### src/rtl/mlx5_cmd_str_arb_if.sv
// Requester, response and component call/return signals
// of the mlx5_command_str arbiter.
interface mlx5_cmd_str_arb_if #(
    parameter int NUM_REQ = 4
);
    localparam int IW = (NUM_REQ > 1) ? $clog2(NUM_REQ) : 1;

    logic [NUM_REQ-1:0]    req_valid;
    logic [32*NUM_REQ-1:0] req_command;
    logic [NUM_REQ-1:0]    req_ready;
    logic                  rsp_valid;
    logic                  rsp_ready;
    logic [IW-1:0]         rsp_id;
    logic [63:0]           rsp_data;
    logic                  cs_start;
    logic                  cs_busy;
    logic [31:0]           cs_command;
    logic                  cs_done;
    logic                  cs_stall;
    logic [63:0]           cs_returndata;
    logic                  err_underflow;

    modport master (
        output req_valid, req_command, rsp_ready,
        output cs_busy, cs_done, cs_returndata,
        input  req_ready, rsp_valid, rsp_id, rsp_data,
        input  cs_start, cs_command, cs_stall, err_underflow
    );

    modport slave (
        input  req_valid, req_command, rsp_ready,
        input  cs_busy, cs_done, cs_returndata,
        output req_ready, rsp_valid, rsp_id, rsp_data,
        output cs_start, cs_command, cs_stall, err_underflow
    );
endinterface

### src/rtl/mlx5_cmd_str_arb.sv
// Round-robin sharing of one mlx5_command_str component between
// NUM_REQ callers, routing in-order results back by requester index.
module mlx5_cmd_str_arb #(
    parameter int NUM_REQ = 4,
    parameter int MAX_OUT = 4
) (
    input  logic              clock,
    input  logic              resetn,
    mlx5_cmd_str_arb_if.slave bus
);
    localparam int IW = (NUM_REQ > 1) ? $clog2(NUM_REQ) : 1;
    localparam int CW = $clog2(MAX_OUT) + 1;
    localparam int AW = (MAX_OUT > 1) ? $clog2(MAX_OUT) : 1;

    logic [IW-1:0] rr_ptr_q, rr_ptr_d;
    logic [CW-1:0] out_q, out_d;
    logic [AW-1:0] wr_q, wr_d;
    logic [AW-1:0] rd_q, rd_d;
    logic [IW-1:0] fifo_q [MAX_OUT];
    logic          rsp_valid_q, rsp_valid_d;
    logic [IW-1:0] rsp_id_q, rsp_id_d;
    logic [63:0]   rsp_data_q, rsp_data_d;
    logic          err_q, err_d;

    logic [IW-1:0] grant;
    logic [IW:0]   idx;
    logic          found;
    logic          any_req;
    logic          start;
    logic          issue;
    logic          stall;
    logic          accept;
    logic          pop;

    function automatic logic [AW-1:0] ptr_inc(input logic [AW-1:0] p);
        return (p == AW'(MAX_OUT - 1)) ? '0 : p + 1'b1;
    endfunction

    // First valid requester at or after rr_ptr, wrapping.
    always_comb begin
        grant = '0;
        found = 1'b0;
        idx   = '0;
        for (int i = 0; i < NUM_REQ; i++) begin
            idx = {1'b0, rr_ptr_q} + (IW+1)'(i);
            if (idx >= (IW+1)'(NUM_REQ)) begin
                idx = idx - (IW+1)'(NUM_REQ);
            end
            if (!found && bus.req_valid[idx[IW-1:0]]) begin
                found = 1'b1;
                grant = idx[IW-1:0];
            end
        end
    end

    assign any_req = |bus.req_valid;
    assign start   = any_req & (out_q < CW'(MAX_OUT));
    assign issue   = start & ~bus.cs_busy;
    assign stall   = rsp_valid_q & ~bus.rsp_ready;
    assign accept  = bus.cs_done & ~stall;
    assign pop     = accept & (out_q != '0);

    assign bus.cs_start   = start;
    assign bus.cs_stall   = stall;
    assign bus.cs_command = any_req ?
        bus.req_command[{grant, 5'd0} +: 32] : '0;
    assign bus.req_ready  = issue ?
        (NUM_REQ'(1) << grant) : '0;

    always_comb begin
        rr_ptr_d    = rr_ptr_q;
        out_d       = out_q;
        wr_d        = wr_q;
        rd_d        = rd_q;
        rsp_valid_d = rsp_valid_q;
        rsp_id_d    = rsp_id_q;
        rsp_data_d  = rsp_data_q;
        err_d       = err_q;
        if (issue) begin
            wr_d     = ptr_inc(wr_q);
            rr_ptr_d = (grant == IW'(NUM_REQ - 1)) ? '0 : grant + 1'b1;
        end
        if (pop) begin
            rd_d = ptr_inc(rd_q);
        end
        if (issue && !pop) begin
            out_d = out_q + 1'b1;
        end else if (pop && !issue) begin
            out_d = out_q - 1'b1;
        end
        // A return with nothing in flight is still delivered, tagged 0.
        if (accept) begin
            rsp_valid_d = 1'b1;
            rsp_id_d    = pop ? fifo_q[rd_q] : '0;
            rsp_data_d  = bus.cs_returndata;
            err_d       = err_q | ~pop;
        end else if (bus.rsp_ready) begin
            rsp_valid_d = 1'b0;
        end
    end

    always_ff @(posedge clock or negedge resetn) begin
        if (!resetn) begin
            rr_ptr_q    <= '0;
            out_q       <= '0;
            wr_q        <= '0;
            rd_q        <= '0;
            rsp_valid_q <= 1'b0;
            rsp_id_q    <= '0;
            rsp_data_q  <= '0;
            err_q       <= 1'b0;
        end else begin
            rr_ptr_q    <= rr_ptr_d;
            out_q       <= out_d;
            wr_q        <= wr_d;
            rd_q        <= rd_d;
            rsp_valid_q <= rsp_valid_d;
            rsp_id_q    <= rsp_id_d;
            rsp_data_q  <= rsp_data_d;
            err_q       <= err_d;
        end
    end

    always_ff @(posedge clock) begin
        if (issue) begin
            fifo_q[wr_q] <= grant;
        end
    end

    assign bus.rsp_valid     = rsp_valid_q;
    assign bus.rsp_id        = rsp_id_q;
    assign bus.rsp_data      = rsp_data_q;
    assign bus.err_underflow = err_q;
endmodule
### src/flat_wrapper.sv
// flat-port wrapper written by rule: the top's interface ports become plain ports
module mlx5_cmd_str_arb_flat 
#(
    parameter int NUM_REQ = 4,
    parameter int MAX_OUT = 4
)
  (clock, resetn, bus_req_valid, bus_req_command, bus_rsp_ready, bus_cs_busy, bus_cs_done, bus_cs_returndata, bus_req_ready, bus_rsp_valid, bus_rsp_id, bus_rsp_data, bus_cs_start, bus_cs_command, bus_cs_stall, bus_err_underflow);
  mlx5_cmd_str_arb_if #(.NUM_REQ(NUM_REQ)) bus_i ();
  input  logic clock;
  input  logic resetn;
  input wire logic [$bits(bus_i.req_valid)-1:0] bus_req_valid;
  input wire logic [$bits(bus_i.req_command)-1:0] bus_req_command;
  input wire logic [$bits(bus_i.rsp_ready)-1:0] bus_rsp_ready;
  input wire logic [$bits(bus_i.cs_busy)-1:0] bus_cs_busy;
  input wire logic [$bits(bus_i.cs_done)-1:0] bus_cs_done;
  input wire logic [$bits(bus_i.cs_returndata)-1:0] bus_cs_returndata;
  output wire logic [$bits(bus_i.req_ready)-1:0] bus_req_ready;
  output wire logic [$bits(bus_i.rsp_valid)-1:0] bus_rsp_valid;
  output wire logic [$bits(bus_i.rsp_id)-1:0] bus_rsp_id;
  output wire logic [$bits(bus_i.rsp_data)-1:0] bus_rsp_data;
  output wire logic [$bits(bus_i.cs_start)-1:0] bus_cs_start;
  output wire logic [$bits(bus_i.cs_command)-1:0] bus_cs_command;
  output wire logic [$bits(bus_i.cs_stall)-1:0] bus_cs_stall;
  output wire logic [$bits(bus_i.err_underflow)-1:0] bus_err_underflow;
  assign bus_i.req_valid = bus_req_valid;
  assign bus_i.req_command = bus_req_command;
  assign bus_i.rsp_ready = bus_rsp_ready;
  assign bus_i.cs_busy = bus_cs_busy;
  assign bus_i.cs_done = bus_cs_done;
  assign bus_i.cs_returndata = bus_cs_returndata;
  assign bus_req_ready = bus_i.req_ready;
  assign bus_rsp_valid = bus_i.rsp_valid;
  assign bus_rsp_id = bus_i.rsp_id;
  assign bus_rsp_data = bus_i.rsp_data;
  assign bus_cs_start = bus_i.cs_start;
  assign bus_cs_command = bus_i.cs_command;
  assign bus_cs_stall = bus_i.cs_stall;
  assign bus_err_underflow = bus_i.err_underflow;
  mlx5_cmd_str_arb #(.NUM_REQ(NUM_REQ), .MAX_OUT(MAX_OUT)) u_core (.clock(clock), .resetn(resetn), .bus(bus_i));
endmodule
### config.mk
export PLATFORM = sky130hd
export DESIGN_NAME = mlx5_cmd_str_arb_flat
export DESIGN_NICKNAME = d
export VERILOG_FILES = /design/src/rtl/mlx5_cmd_str_arb_if.sv /design/src/rtl/mlx5_cmd_str_arb.sv /design/src/flat_wrapper.sv
export SDC_FILE = /design/constraint.sdc
export NUM_CORES = 1
export LEC_CHECK = 0
export ABC_AREA = 1
export BUFFER_PORTS_ARGS = -buffer_cell sky130_fd_sc_hd__clkbuf_2
export CAP_MARGIN = 20
export CORE_AREA = 5 5 122 124
export CTS_BUF_LIST = sky130_fd_sc_hd__clkbuf_8
export DETAILED_ROUTE_END_ITERATION = 8
export DIE_AREA = 0 0 127 129
export PLACE_DENSITY_LB_ADDON = 0.05
export SLEW_MARGIN = 20
export SYNTH_ARGS = -nofsm -noshare
export SYNTH_HDL_FRONTEND = slang
export SYNTH_SLANG_ARGS = --single-unit
### constraint.sdc
create_clock -name clock -period 2.9 [get_ports clock]
set_input_delay 0.145 -clock clock [delete_from_list [all_inputs] [get_ports clock]]
set_output_delay 0.145 -clock clock [all_outputs]
set_load 0.01 [all_outputs]
==> reports/summary.txt, run 1 <==
outcome - finished, final reports clean
Final Cell Area - 0.00789 mm²
delay of the slowest critical-path stage - 0.49 ns
Sw Pwr - 4.01 mW
Port-buffer cells - 306
Worst R2R Setup Slack - 0.71 ns
Hold Path Origin - bus_cs_returndata[45]
FMAX - 378 MHz
most frequent cells in the layout - 305 x clkbuf_2, 290 x nand2_1, 119 x inv_1
Final ANT Viol Nets - 0
CP max-delay cell - dfrtp_2
All-Layer GR Usage - 0.217
R2R depth - 13
DR pass1 iterations - 5
DRC - 0
CP Depth - 13
register bit total from synthesis - 85
worst-margin pin slew - 0.705 ns
vias in the first global route - 5822
Initial Utilization - 0.393
worst r2r dst - u_core.rr_ptr_q[1]
Num CTS Buffers - 9
Crit Path Category - register to output port
first-pass GRT wire length - 28700 µm
crit end category - output port
CTS Buffer Depth - 2
area leader, netlist - dfrtp_1
Synth area leaders - dfrtp_1 36%, nand2_1 20%, nand3_1 9.3%, inv_1 8.4%, edfxtp_1 4.5%
unrepaired setup endpoints after global routing - false
Worst-Skew Late Latency - 0.35 ns
clock power share - 0.117
via count - 5840
CP startpoint kind - register
crit path DAT - 2.50 ns
Detailed Route WL - 18000 µm
Detailed Route Iter0 Violations - 305
die footprint - 0.0164 mm²
Logic pwr share - 0.684
Routed WL per cell - 13.8 µm
Syn Std Cell Area - 0.00536 mm²
Slew Limit Fails - 0
Power Density - 1040 mW/mm²
routability congestion estimate from global placement - 0.827
Detail Placement HPWL - 13200 µm
Mean Syn Cell Area - 6.93 µm²
layout cell share with drive strength beyond 1 - 0.319
Area after DPL - 0.00702 mm²
CP cell instances - inv_6, nand2_1, nand2_1, nor2_1, nor2_2, nand3_1, nand3_1, nand2_2, inv_2, buf_4, nand3_1, a21oi_1, clkbuf_2
sequential-to-total area share from yosys stat - 0.404
Chip Width - 127 µm
critical path endpoint - bus_cs_command[25]
period utilization - 0.912
VDD IR max - 0.00101 V
Sink Count - 85
row cnt - 43
synthesized instance count - 774
largest net degree at the start of global routing - 78
via/cell ratio - 4.48
setup TNS - 0 ns
reg2reg start - u_core.rr_ptr_q[0]
Max Cap Violations - 0
nets - 1331
final setup vio count - 0
yosys warns - 0
Reg power frac - 0.199
crit path launch - u_core.rr_ptr_q[0]
Crit path max-delay family - simple AND/OR/NAND/NOR gates
Hold Fails Final Rpt - 0
static leakage - 4.69 nW
Internal Pwr Total - 4.16 mW
worst min path class - input pin to register
Clock transition at path regs - 0.09 ns
Layout area overhead - 47.1%
CTS root buf - clkbuf_8
area fraction of the dominant cell type after synthesis - 0.359
Ports - 307
# fillers - 1369
max_slew headroom - 0.530
CTS tree - done
sw frac - 0.491
Die Height - 129 µm
syn nets - 986
commonest non-fill, non-tap cell in the layout - clkbuf_2
Worst EP required - 2.76 ns
Fin Clk Skew - 0.00918 ns
Tmin final - 2.65 ns
initial antenna violation count - 2
CTS H-tree depth - 3
Yosys cell types - 35
buffer and inverter count on the worst path - 4
crit path max fanout - 13
Core Region - 0.0137 mm²
cell mode on critical path - nand3_1
grt total ovfl - 0
routing by layer:
| layer | share of wire | track usage | up-vias |
|---|---|---|---|
| met5 | 0.00072 | 0 | - |
| met4 | 0.017 | 0.0656 | 2 |
| met3 | 0.095 | 0.0780 | 20 |
| met2 | 0.50 | 0.380 | 202 |
| met1 | 0.39 | 0.249 | 2548 |
| li1 | - | - | 3068 |
state kept, by name, summed over array words and instances, names as in the netlist:
register                  count
u_core.bus.err_underflow      1
u_core.fifo_q                 8
u_core.out_q                  3
u_core.bus.rsp_id             2
u_core.bus.rsp_data          64
u_core.wr_q                   2
u_core.rr_ptr_q               2
u_core.bus.rsp_valid          1
u_core.rd_q                   2
power groups by stage:
stage                     logic, mW  clock network, mW  registers (mW)
after global placement         5.54                  0            1.65
after detailed placement       5.54                  0            1.65
after global routing           6.31               1.03            1.65
after floorplan                3.76                  0            1.67
after CTS                      5.63              0.979            1.63
final                          5.59              0.954            1.63
final cells by class:
cell class | instances | area (µm²) | share of cell area
sequential | 85 | 2170 | 0.275
clock inverter | 5 | 82.6 | 0.0105
clock buffer | 11 | 151 | 0.0192
multi-input combinational | 520 | 2500 | 0.317
tap | 180 | 225 | 0.0285
timing repair buffer | 379 | 2290 | 0.290
antenna | 1 | 2.50 | 0.000317
inverter | 124 | 470 | 0.0596
synth_stat cells:
cell	number
dfrtp_1	77
o22ai_1	2
inv_2	2
nor3_1	1
nand4_2	1
buf_2	17
nand3_2	2
xnor2_1	2
ha_1	10
nand2_4	1
nor2_1	18
nor2_2	1
clkinv_1	1
fa_1	1
o21ai_1	1
nand4_1	1
buf_6	5
buf_4	6
nor3_2	1
inv_6	1
nor4_2	1
inv_1	120
o21bai_1	1
nor2_8	1
edfxtp_1	8
clkbuf_1	14
nand2_2	7
o21ai_0	10
nand2_1	290
buf_1	3
a21oi_1	33
mux2_2	1
nand3_1	100
a22o_1	2
nand3b_1	32
worst reg2reg max path, cell delays in order (launching register included):
cell,delay [ns]
dfrtp_2,0.49
inv_6,0.10
nand2_1,0.07
nand2_1,0.06
nor2_1,0.06
nor2_2,0.19
nand3_1,0.11
nand3_1,0.10
nand2_2,0.06
inv_2,0.22
buf_4,0.22
ha_1,0.24
nand2_1,0.06
o21ai_0,0.08
how the worst min path moves through the flow:
stage	slack, ns	depth (start not counted)	endpoint
floorplan	-0.15	0	u_core.bus.err_underflow
global placement	0.34	3	u_core.bus.rsp_data[11]
detailed placement	0.35	3	u_core.bus.rsp_data[29]
CTS	0.0003	3	u_core.bus.rsp_data[18]
global route	0.01	3	u_core.bus.rsp_data[44]
finish	0.02	3	u_core.bus.rsp_data[45]
metrics by stage:
stage          hold WS (ns)  std cells  power [mW]  utilization  setup slack, ns
2_1_floorplan        -0.151        774        5.43            -            0.747
3_3_place_gp          0.345       1228        7.19        0.514            0.414
3_5_place_dp          0.348       1228        7.19        0.514            0.389
4_1_cts            0.000277       1302        8.23        0.574           0.0452
5_1_grt              0.0118       1305        9.00        0.577          0.00613
6_report             0.0174       1305        8.17        0.577            0.254
cell families after synthesis:
family                     count (synthesis)  share of synthesized area
AOI/OAI and AO/OA                         49                     0.0481
xor gates and xnor gates                   2                    0.00327
adders and majority gates                 11                     0.0271
buffers and inverters                    169                      0.134
DFF                                       85                      0.404
muxes                                      1                    0.00210
and+or+nand+nor                          457                      0.381
repair_timing:
item / 4_1_cts / 5_1_grt
endpoints found under the hold margin: 123 / 1
hold buffers: 58 / 1
gates resized for setup: 1 / 2
buffers inserted: 0 / 0
endpoints found under the setup margin: 1 / 36
No activity file was read; power rests on OpenSTA's default activity.
==> inputs of run 2 (changes only) <==
--- a/config.mk
+++ b/config.mk
@@ -12,6 +12,7 @@
 export CTS_BUF_LIST = sky130_fd_sc_hd__clkbuf_8
 export DETAILED_ROUTE_END_ITERATION = 8
 export DIE_AREA = 0 0 127 129
+export GPL_TIMING_DRIVEN = 0
 export PLACE_DENSITY_LB_ADDON = 0.05
 export SLEW_MARGIN = 20
 export SYNTH_ARGS = -nofsm -noshare
==> constraint.sdc (replaced) <==
create_clock -name clock -period 3 [get_ports clock]
set_input_delay 0.15 -clock clock [delete_from_list [all_inputs] [get_ports clock]]
set_output_delay 0.15 -clock clock [all_outputs]
set_load 0.01 [all_outputs]
==> run 2 against run 1 <==
- via count rose by 1.6%
- critical path depth up 5
- sequential power is 5% lower
==> reports/summary.txt, run 2 (synthesized netlist as in run 1, its figures left out) <==
outcome - finished, final reports clean
crit path DAT - 2.53 ns
Port-buffer cells - 306
PostCTS Resize Cnt - 0
antenna diode count - 0
worst hold slack - 0.0191 ns
cell mode on critical path - nand2_1
delay of the slowest critical-path stage - 0.37 ns
GR Util met3 - 0.0710
largest net degree at the start of global routing - 54
die footprint - 0.0164 mm²
Final ANT Viol Nets - 0
buffer and inverter count on the worst path - 7
Detailed Route Iter0 Violations - 299
Fin Clk Skew - 0.00943 ns
All-Layer GR Usage - 0.221
CP cell instances - buf_4, inv_6, nand2_1, nand2_1, nand2_2, nand2_4, nand2_1, nand2_1, nand2_1, nand2_2, nand2_2, buf_6, buf_6, inv_1, ha_1, inv_1, nor2_1, clkbuf_2
routability congestion estimate from global placement - 0.910
worst-margin pin slew - 0.812 ns
unrepaired setup endpoints after global routing - false
reg2reg start - u_core.bus.rsp_valid
Power Density - 1000 mW/mm²
VDD IR max - 0.000858 V
Core Region - 0.0137 mm²
static leakage - 4.73 nW
initial antenna violation count - 0
Area after DPL - 0.00715 mm²
DRC - 0
Slew Limit Fails - 0
grt total ovfl - 0
Detail Placement HPWL - 14300 µm
Detailed Route WL - 18200 µm
max_slew headroom - 0.454
Hold Fails Final Rpt - 0
final setup vio count - 0
via count - 5935
crit end category - output port
# fillers - 1391
Tmin final - 2.68 ns
routing usage on met2 - 0.387
Largest register FFs - 64
Crit path max-delay family - buffers and inverters
nets - 1363
Die Height - 129 µm
Final Cell Area - 0.00793 mm²
CP max-delay cell - dfrtp_1
grt peak-use layer - met2
period utilization - 0.892
Clock transition at path regs - 0.07 ns
DR pass1 iterations - 4
Max Cap Violations - 0
most frequent cells in the layout - 305 x clkbuf_2, 290 x nand2_1, 122 x inv_1
vias in the first global route - 6056
FMAX - 374 MHz
worst min path class - input pin to register
Routed WL per cell - 13.6 µm
Crit Path Category - register to output port
commonest non-fill, non-tap cell in the layout - clkbuf_2
setup TNS - 0 ns
Chip Width - 127 µm
CTS tree - done
Initial Utilization - 0.393
Num CTS Buffers - 9
Worst-Skew Late Latency - 0.35 ns
row cnt - 43
Sink Count - 85
crit path launch - u_core.rr_ptr_q[0]
CP startpoint kind - register
CTS H-tree depth - 3
CTS Buffer Depth - 2
crit path max fanout - 15
Pwr Total - 7.97 mW
via/cell ratio - 4.44
Ports - 307
layout cell share with drive strength beyond 1 - 0.318
Worst EP required - 2.85 ns
met1 usage - 0.261
Layout area overhead - 47.9%
first-pass GRT wire length - 29400 µm
fin util - 0.580
CTS root buf - clkbuf_8
Hold Path Origin - bus_cs_returndata[7]
-- run 2: path summary, 6_finish.rpt --
| kind | endpoint | slack, ns | cells past startpoint |
|---|---|---|---|
| worst max-delay path | bus_req_ready[0] | 0.32 | 18 |
| worst min-delay path | u_core.bus.rsp_data[7] | 0.02 | 3 |
| worst max register to register | u_core.out_q[1] | 0.69 | 10 |
| worst min register to register | u_core.bus.rsp_data[16] | 0.47 | 2 |
| max in group asynchronous | u_core.bus.rsp_data[11] | 2.13 | 3 |
| min in group asynchronous | u_core.bus.rsp_data[20] | 0.28 | 2 |
-- run 2: where the power goes --
part           internal, mW  switching [mW]
sequential             1.42           0.139
combinational          2.20            3.44
clock                 0.399           0.381
-- run 2: area by class of cell --
type                       count  area, µm²  share of cell area
sequential                    85       2170               0.273
inverter                     124        470              0.0593
clock buffer                  10        138              0.0174
tap                          180        225              0.0284
buffer                        45        250              0.0315
timing repair buffer         366       2150               0.271
multi-input combinational    520       2480               0.312
clock inverter                 6       53.8             0.00678
-- run 2: metal layers --
| metal | routed length (µm) | share of wire | up-vias |
|---|---|---|---|
| met2 | 9150 | 0.50 | 200 |
| met5 | 0 | 0 | - |
| met3 | 1530 | 0.084 | 25 |
| met4 | 361 | 0.020 | 0 |
| li1 | - | - | 3133 |
| met1 | 7200 | 0.39 | 2577 |
-- run 2: worst min-delay path, stage by stage --
cell      delay (ns)
clkbuf_2        0.08
nand2_1         0.04
nand2_1         0.05
-- run 2: repair_timing --
item	4_1_cts	5_1_grt
hold buffers	59	0
hold endpoints to repair	82	0
buffers inserted	0	0
setup endpoints to repair	0	0
-- run 2: through the flow --
stage	cells	worst slack, ns
floorplan	774	0.847
global placement	1260	0.620
detailed placement	1261	0.632
CTS	1336	0.266
global route	1336	0.0343
finish	1336	0.324
